===== src/rtl/alu_operand_entry_if.sv =====
// rtl/alu_operand_entry_if.sv - registered operand/opcode bus from operand entry to the ALU
interface alu_operand_entry_if;
    typedef logic [31:0] word_t;
    typedef logic [3:0]  aluop_t;

    word_t  porta;
    word_t  portb;
    aluop_t aluop;
    logic   exec_valid;

    modport master (output porta, output portb, output aluop, output exec_valid);
    modport slave  (input  porta, input  portb, input  aluop, input  exec_valid);
endinterface


===== src/rtl/alu_operand_entry.sv =====
// rtl/alu_operand_entry.sv - debounced pushbutton/switch entry of ALU operands and opcode
module alu_operand_entry #(
    parameter int unsigned DEBOUNCE_CYCLES = 1000000
) (
    input  logic                       CLK,
    input  logic                       nRST,
    input  logic [3:0]                 key_n,
    input  logic [17:0]                sw,
    output logic [31:0]                preview,
    output logic [1:0]                 state,
    alu_operand_entry_if.master        alu
);
    localparam int NKEYS     = 3;
    localparam int KEY_ENTER = 0;
    localparam int KEY_CLEAR = 1;
    localparam int KEY_SWAP  = 2;
    localparam logic [23:0] CNT_LAST = 24'(DEBOUNCE_CYCLES - 1);

    typedef enum logic [1:0] {
        LOAD_A  = 2'd0,
        LOAD_B  = 2'd1,
        LOAD_OP = 2'd2,
        EXEC    = 2'd3
    } state_t;

    state_t             state_q;
    logic [NKEYS-1:0]   sync1;
    logic [NKEYS-1:0]   sync2;
    logic [NKEYS-1:0]   deb;
    logic [NKEYS-1:0]   deb_prev;
    logic [NKEYS-1:0]   press;
    logic [23:0]        cnt [NKEYS];
    logic [31:0]        porta_q;
    logic [31:0]        portb_q;
    logic [3:0]         aluop_q;
    logic               exec_valid_q;

    // key_n[3] is reserved and sw[17] has no function
    logic unused_inputs;
    assign unused_inputs = ^{key_n[3], sw[17]};

    assign preview        = {{15{sw[16]}}, sw[16:0]};
    assign state          = state_q;
    assign alu.porta      = porta_q;
    assign alu.portb      = portb_q;
    assign alu.aluop      = aluop_q;
    assign alu.exec_valid = exec_valid_q;

    // Two-flop synchroniser; resets to the released (high) level
    always_ff @(posedge CLK) begin
        if (!nRST) begin
            sync1 <= '1;
            sync2 <= '1;
        end else begin
            sync1 <= key_n[NKEYS-1:0];
            sync2 <= sync1;
        end
    end

    // Per-key debouncer: a new level is accepted only after DEBOUNCE_CYCLES stable cycles
    always_ff @(posedge CLK) begin
        if (!nRST) begin
            deb <= '1;
            for (int i = 0; i < NKEYS; i++) cnt[i] <= '0;
        end else begin
            for (int i = 0; i < NKEYS; i++) begin
                if (sync2[i] == deb[i]) begin
                    cnt[i] <= '0;
                end else if (cnt[i] == CNT_LAST) begin
                    deb[i] <= sync2[i];
                    cnt[i] <= '0;
                end else begin
                    cnt[i] <= cnt[i] + 24'd1;
                end
            end
        end
    end

    // One-cycle press pulse on the falling edge of the debounced level
    always_ff @(posedge CLK) begin
        if (!nRST) begin
            deb_prev <= '1;
            press    <= '0;
        end else begin
            deb_prev <= deb;
            press    <= deb_prev & ~deb;
        end
    end

    // Entry state machine: clear beats enter beats swap; losing pulses are dropped
    always_ff @(posedge CLK) begin
        if (!nRST) begin
            state_q      <= LOAD_A;
            exec_valid_q <= 1'b0;
            porta_q      <= '0;
            portb_q      <= '0;
            aluop_q      <= '0;
        end else if (press[KEY_CLEAR]) begin
            state_q      <= LOAD_A;
            exec_valid_q <= 1'b0;
            porta_q      <= '0;
            portb_q      <= '0;
            aluop_q      <= '0;
        end else if (press[KEY_ENTER]) begin
            case (state_q)
                LOAD_A: begin
                    porta_q <= preview;
                    state_q <= LOAD_B;
                end
                LOAD_B: begin
                    portb_q <= preview;
                    state_q <= LOAD_OP;
                end
                LOAD_OP: begin
                    aluop_q      <= sw[3:0];
                    state_q      <= EXEC;
                    exec_valid_q <= 1'b1;
                end
                default: begin
                    state_q      <= LOAD_A;
                    exec_valid_q <= 1'b0;
                end
            endcase
        end else if (press[KEY_SWAP] && state_q == EXEC) begin
            porta_q <= portb_q;
            portb_q <= porta_q;
        end
    end
endmodule


===== src/flat_wrapper.sv =====
// flat-port wrapper written by rule: the top's interface ports become plain ports
module alu_operand_entry_flat 
#(
    parameter int unsigned DEBOUNCE_CYCLES = 1000000
)
  (CLK, nRST, key_n, sw, preview, state, alu_porta, alu_portb, alu_aluop, alu_exec_valid);
  alu_operand_entry_if alu_i ();
  input  logic CLK;
  input  logic nRST;
  input  logic [3:0] key_n;
  input  logic [17:0] sw;
  output logic [31:0] preview;
  output logic [1:0] state;
  output wire logic [$bits(alu_i.porta)-1:0] alu_porta;
  output wire logic [$bits(alu_i.portb)-1:0] alu_portb;
  output wire logic [$bits(alu_i.aluop)-1:0] alu_aluop;
  output wire logic [$bits(alu_i.exec_valid)-1:0] alu_exec_valid;
  assign alu_porta = alu_i.porta;
  assign alu_portb = alu_i.portb;
  assign alu_aluop = alu_i.aluop;
  assign alu_exec_valid = alu_i.exec_valid;
  alu_operand_entry #(.DEBOUNCE_CYCLES(DEBOUNCE_CYCLES)) u_core (.CLK(CLK), .nRST(nRST), .key_n(key_n), .sw(sw), .preview(preview), .state(state), .alu(alu_i));
endmodule

===== config.mk =====
export PLATFORM = sky130hd
export DESIGN_NAME = alu_operand_entry_flat
export DESIGN_NICKNAME = d
export VERILOG_FILES = /design/src/rtl/alu_operand_entry_if.sv /design/src/rtl/alu_operand_entry.sv /design/src/flat_wrapper.sv
export SDC_FILE = /design/constraint.sdc
export NUM_CORES = 1
export LEC_CHECK = 0
export ABC_AREA = 1
export BUFFER_PORTS_ARGS = -buffer_cell sky130_fd_sc_hd__buf_2
export CAP_MARGIN = 0
export CORE_MARGIN = 4
export CORE_UTILIZATION = 62
export DETAILED_ROUTE_END_ITERATION = 10
export GPL_TIMING_DRIVEN = 0
export PLACE_DENSITY = 0.94
export RECOVER_POWER = 50
export SLEW_MARGIN = 25
export SYNTH_ARGS = -nofsm -noshare
export SYNTH_HDL_FRONTEND = slang
export SYNTH_SLANG_ARGS = --single-unit

===== constraint.sdc =====
create_clock -name CLK -period 4.58 [get_ports CLK]
set_clock_uncertainty 0.2 [all_clocks]
set_input_delay 0.229 -clock CLK [delete_from_list [all_inputs] [get_ports CLK]]
set_output_delay 0.229 -clock CLK [all_outputs]
set_load 0.02 [all_outputs]

==> metrics.cfg, run 1 <==
[yosys]
synth.avg_cell_area_um2=8.04
synth_area_leader_cell=edfxtp_1
synth_edf_count=72
yosys.area.top_type_share=0.266
synth_top_flop_cell=dfxtp_1
synth.area.top_cells=edfxtp_1, dfxtp_1, nand2_1, nor2_1, o21bai_1
yosysWarningCount=0
synthArstFlopShare=0
netlist_instances=1012
synth.ff_latch_count=158
synth_cell_types=30
ys_seq_area_frac=0.477
synth_area_mm2=0.00814

[global_route]
grt_use_total=0.295
grt_max_degree=18
first_global_vias=7445
grt_pass1_wl_um=35100
antenna_found_initial=0
grt.overflow.total=0

[clocking]
ctsRootBufferMaster=clkbuf_16
cts_tree=built
cts_setup_buffers=0
cts_sinks=158
cts.htree.levels=4
clk_pin_slew_ps=60
clk_latency_ps=430
cts.path.max_buffers=2
cts_buffers=17

[floorplan]
die_h_um=123
rows=41
dieArea_mm2=0.0150
ios=127
start_util=0.640
die_w_um=123
core-area_mm2=0.0127

[place]
hpwl_um=14600
gp_congestion=0.919
portBuffers=124

[sta]
final.period_utilization=0.510
period_needed_ps=2330
rsz0062_at_grt=no
slew_violations=0
max_slew_margin=0.607
hold_viol_final=0
whs_ps=211
worst_pin_slew_ps=589
fin_tns_setup_ps=0
setup_viol=0
fmax_mhz=428

[finish]
insertedDiodeCount=0
drive_gt1_frac=0.102
multi_input_area_mm2=0.00386
fillCellCount=902
finish.net_count=1277
register_area_mm2=0.00388
area_growth_pct=21.2

[detailed_routing]
avgViaCountPerCell=5.47
wl_per_cell_um=15.3
dr.pass1.iters=6
drcViolationCount=0
vias=7822
first_iter_violations=823
ant_nets=0
wirelength_um=21900

[critical_path]
worstSetupEndpointType=flip-flop
crit_path_start_kind=input pin
cp_max_fo=10
worstPathRequired_ps=4670
worstPathArrival_ps=2420
path_class=input pin to flip-flop

[power_and_ir_drop]
leakagePower_uw=0.00406
powerDensity_mw_per_mm2=311
peakVddDrop_mv=0.382

[status]
status=complete, no violations

[flow_run]
max_cap_violations=0

[min_path]
hp-class=flip-flop to flip-flop

## metrics by stage
stage                     setup slack [ps]  area [um2]   util  total power [uW]  instances
final                                 2250        9870  0.776              3070       1431
after global routing                  2070        9870  0.776              3160       1431
after CTS                             2350       10000  0.786              3070       1431
after detailed placement              2410        9240  0.726              1730       1379
after global placement                2450        9240  0.726              1720       1379
after floorplan                       2760        8410      -              1680       1083
## sequential cells by signal, summed over array words and instances, names as in the netlist
register,count
u_core.deb,3
u_core.state,2
u_core.alu.portb,32
u_core.alu.exec_valid,1
u_core.sync2,3
u_core.press,3
u_core.sync1,3
u_core.alu.aluop,4
u_core.deb_prev,3
u_core.alu.porta,32
u_core.cnt,72
## worst max-delay path: stages
cell           delay, ps
dlygate4sd3_1        550
clkbuf_1             200
inv_1                260
or2_1                140
clkbuf_1             320
clkbuf_1             470
o21bai_1             190
a31oi_1               60
## layer usage
metal | global-route usage | wire length, um | vias up
met5 | 0 | 0 | -
met4 | 0.162 | 958 | 0
met3 | 0.0631 | 2030 | 93
met2 | 0.504 | 10700 | 451
met1 | 0.345 | 8240 | 3540
li1 | - | - | 3738
## cells by family after synthesis
group           Yosys count  share of synthesized area
compound gates          166                      0.137
flops                   158                      0.477
buf+inv                 129                     0.0812
other cells               1                   0.000461
xor+xnor                 39                     0.0420
simple gates            512                      0.252
fa+ha+maj                 7                     0.0108
## layout by cell type, fill, tap and decap left out, types with 2 or more instances in the layout
| cell type | count |
|---|---|
| clkbuf_4 | 14 |
| o21bai_1 | 73 |
| dlygate4sd3_1 | 20 |
| clkinv_4 | 2 |
| nor3_1 | 9 |
| dfxtp_1 | 86 |
| nand4_1 | 6 |
| conb_1 | 72 |
| edfxtp_1 | 72 |
| inv_4 | 2 |
| ha_1 | 7 |
| clkbuf_2 | 2 |
| inv_1 | 58 |
| xnor2_1 | 12 |
| inv_6 | 6 |
| nand2_1 | 260 |
| nor2_2 | 4 |
| a21oi_1 | 14 |
| or2_2 | 9 |
| nand3b_1 | 4 |
| clkbuf_1 | 112 |
| buf_4 | 18 |
| nor2_1 | 177 |
| clkbuf_16 | 18 |
| a211oi_1 | 3 |
| o21ai_0 | 7 |
| o21ai_1 | 4 |
| nand3_1 | 42 |
| buf_2 | 46 |
| xor2_1 | 27 |
| buf_6 | 2 |
| a31oi_1 | 64 |
## report_power, final
part / switching, uW / internal [uW]
sequential: 33.3 / 1500
clock: 604 / 751
combinational: 98.8 / 79.3
total: 736 / 2330
## worst paths after layout
kind	cells past startpoint	slack [ps]	end	start
setup / recovery	8	2250	u_core.alu.porta[21]	nRST
hold / removal	2	210	u_core.press[1]	u_core.deb_prev[1]
setup reg to reg	7	2340	u_core.cnt[1][17]	u_core.cnt[1][0]
hold reg to reg	2	210	u_core.press[1]	u_core.deb_prev[1]
## layout make-up
class | count | area share
clock buffers | 20 | 0.0474
well taps | 172 | 0.0218
clock inverters | 12 | 0.00963
flip-flops and latches | 158 | 0.394
inverters | 59 | 0.0224
plain buffers | 70 | 0.0421
repair buffers | 144 | 0.0718
multi-input cells | 796 | 0.391
## synth_stat cells (6+ instances only)
cell	n
o21bai_1	73
nor3_1	9
buf_4	32
ha_1	7
inv_1	57
nand3_1	42
dfxtp_1	86
buf_2	12
clkbuf_1	17
o21ai_0	7
xnor2_1	12
xor2_1	27
edfxtp_1	72
a21oi_1	14
a31oi_1	64
nor2_1	177
or2_2	9
nand4_1	6
nand2_1	260
## what timing repair did
| action | in CTS | in global routing |
|---|---|---|
| hold buffers | 20 | 0 |
| gates resized for setup | 0 | 0 |
| hold endpoints to repair | 42 | 0 |
| endpoints found under the setup margin | 0 | 0 |
Power figures use the tool's default switching activity.
==> inputs of run 2 (changes only) <==
Settings changed: CORE_UTILIZATION 62 to 57, PLACE_DENSITY 0.94 to 0.88.
Clock period 4.58 ns to 2.4 ns, I/O delays scaled along.
==> metrics.cfg, run 2 (synthesis results as in run 1) <==
[place]
gp_congestion=0.884  ; -3.9%
hpwl_um=14500  ; -0.89%
portBuffers=124  ; unchanged
dp.cells=1387  ; +0.58%

[finish]
finish.net_count=1280  ; +0.23%
largest_register_ffs=72  ; unchanged
area_growth_pct=22.1
drive_gt1_frac=0.103  ; +0.00134
final_cell_mix=nand2_1, nor2_1, clkbuf_1
largest-register=u_core.cnt
fillCellCount=1056  ; +17%
fin_util=0.713  ; -0.0625
final_common_cell=nand2_1
stdcell_count=1443  ; +0.84%

[detailed_routing]
ant_nets=0  ; unchanged
dr.pass1.iters=5  ; -1
first_iter_violations=590  ; -28%
wirelength_um=20500  ; -6.3%
wl_per_cell_um=14.2  ; -7.1%
drcViolationCount=0  ; unchanged
vias=7609  ; -2.7%
avgViaCountPerCell=5.27  ; -3.5%

[floorplan]
start_util=0.584  ; -0.0557
die_w_um=128  ; +4.0%
dieArea_mm2=0.0163  ; +8.2%
rows=43  ; +4.9%
core-area_mm2=0.0139  ; +9.5%
die_h_um=128  ; +4.0%
ios=127  ; unchanged

[sta]
max_slew_margin=0.560  ; -0.0476
slew_violations=0  ; unchanged
whs_ps=205  ; -6.69 ps
fmax_mhz=456
hold_viol_final=0  ; unchanged
rsz0062_at_grt=no
setup_viol=0  ; unchanged
worst_pin_slew_ps=661  ; +71.4 ps
final.period_utilization=0.914
fin_tns_setup_ps=0  ; unchanged
period_needed_ps=2190

[flow_run]
max_cap_violations=0  ; unchanged

[global_route]
antenna_found_initial=0  ; unchanged
grt.met3_usage=0.0648  ; +0.00167
use_met2=0.437  ; -0.0667
grt.overflow.total=0  ; unchanged
grt_pass1_wl_um=33900  ; -3.5%
grt_max_degree=18  ; unchanged
grt_most_used_layer=met2
grt_use_total=0.256  ; -0.0383
first_global_vias=7311  ; -1.8%
use_met1=0.304  ; -0.0406

[power_and_ir_drop]
powerDensity_mw_per_mm2=597  ; +92%
leakagePower_uw=0.00409  ; +0.57%
peakVddDrop_mv=0.481  ; +26%

[critical_path]
worst_path_most_repeated_cell=nand3_1
path_buf_inv=1  ; -4
path_class=flip-flop to flip-flop
critical-path-top-delay-family=simple AND/OR/NAND/NOR gates
worstSetupEndpointType=flip-flop
critical_path.cell_chain=ha_1 -> nand3_1 -> nor3_1 -> nand3_1 -> nand2_1 -> buf_2 -> nor2_1
worstPathRequired_ps=2390  ; -2280 ps
cp_max_fo=10  ; unchanged
worstPathArrival_ps=2180  ; -240 ps
crit_path_start_kind=flip-flop
slowest_stage=edfxtp_1
cp_slowest_stage_delay_ps=370  ; -180 ps

[clocking]
cts_tree=built
cts_resized=0  ; unchanged
cts_setup_buffers=0  ; unchanged
cts.htree.levels=4  ; unchanged
cts_buffers=17  ; unchanged
clk_latency_ps=440  ; about the same
cts.path.max_buffers=2  ; unchanged
ctsRootBufferMaster=clkbuf_16
cts_sinks=158  ; unchanged
cts_hold_buf=23  ; +15%
clk_pin_slew_ps=70  ; about the same

[min_path]
hp-class=input pin to flip-flop

[status]
status=complete, no violations

## run 2: cell types whose count changed in the layout (fill, tap and decap cells not counted), moves of 2 or more
cell,before,now
buf_2,46,44
buf_4,18,20
clkbuf_4,14,12
inv_8,0,5
dlygate4sd3_1,20,23
clkbuf_1,112,110
inv_6,6,2
clkbuf_2,2,4
## run 2: metrics by stage
step | area, um2 | worst slack, ps | power (uW)
after detailed placement | 9250 | 237 | 3300
final | 9940 | 206 | 5930
after global routing | 9940 | 48.3 | 6130
after floorplan | 8410 | 585 | 3200
after global placement | 9250 | 263 | 3290
after CTS | 10100 | 197 | 5950
## run 2: path summary, 6_finish.rpt
check              startpoint                   end  slack (ps)  cells after the start
min                    sw[16]  u_core.alu.porta[22]         200                      3
min reg2reg   u_core.sync1[1]       u_core.sync2[1]         210                      1
max          u_core.cnt[1][0]     u_core.cnt[1][18]         210                      7
max reg2reg  u_core.cnt[1][0]     u_core.cnt[1][18]         210                      7
## run 2: report_power, final
group | switching [uW] | internal, uW
Clock | 1200 | 1460
Sequential | 61.0 | 2870
Combinational | 189 | 156
Total | 1450 | 4480
## run 2: tightest hold or removal path, delay by kind of cell
family	cells	cell delay, ps
buffers and inverters	1	280
AOI/OAI and AO/OA	1	110
and+or+nand+nor	1	280
## run 2: cell type report
| class | instances | area [um2] | area share |
|---|---|---|---|
| clock buffer | 19 | 464 | 0.0467 |
| clock inverter | 13 | 119 | 0.0120 |
| inverter | 59 | 221 | 0.0223 |
| buffer | 70 | 425 | 0.0428 |
| tap | 180 | 225 | 0.0227 |
| sequential | 158 | 3880 | 0.391 |
| multi-input combinational | 796 | 3860 | 0.389 |
| antenna | 1 | 2.50 | 0.000252 |
| timing repair buffer | 147 | 736 | 0.0740 |
## run 2: routing by layer
layer  wire length [um]  vias to the layer above  part of all wire
met5                  0                        -                 0
met4                705                        0             0.034
met3               1530                       61             0.074
met2              10100                      319              0.49
met1               8190                     3490              0.40
li1                   -                     3739                 -
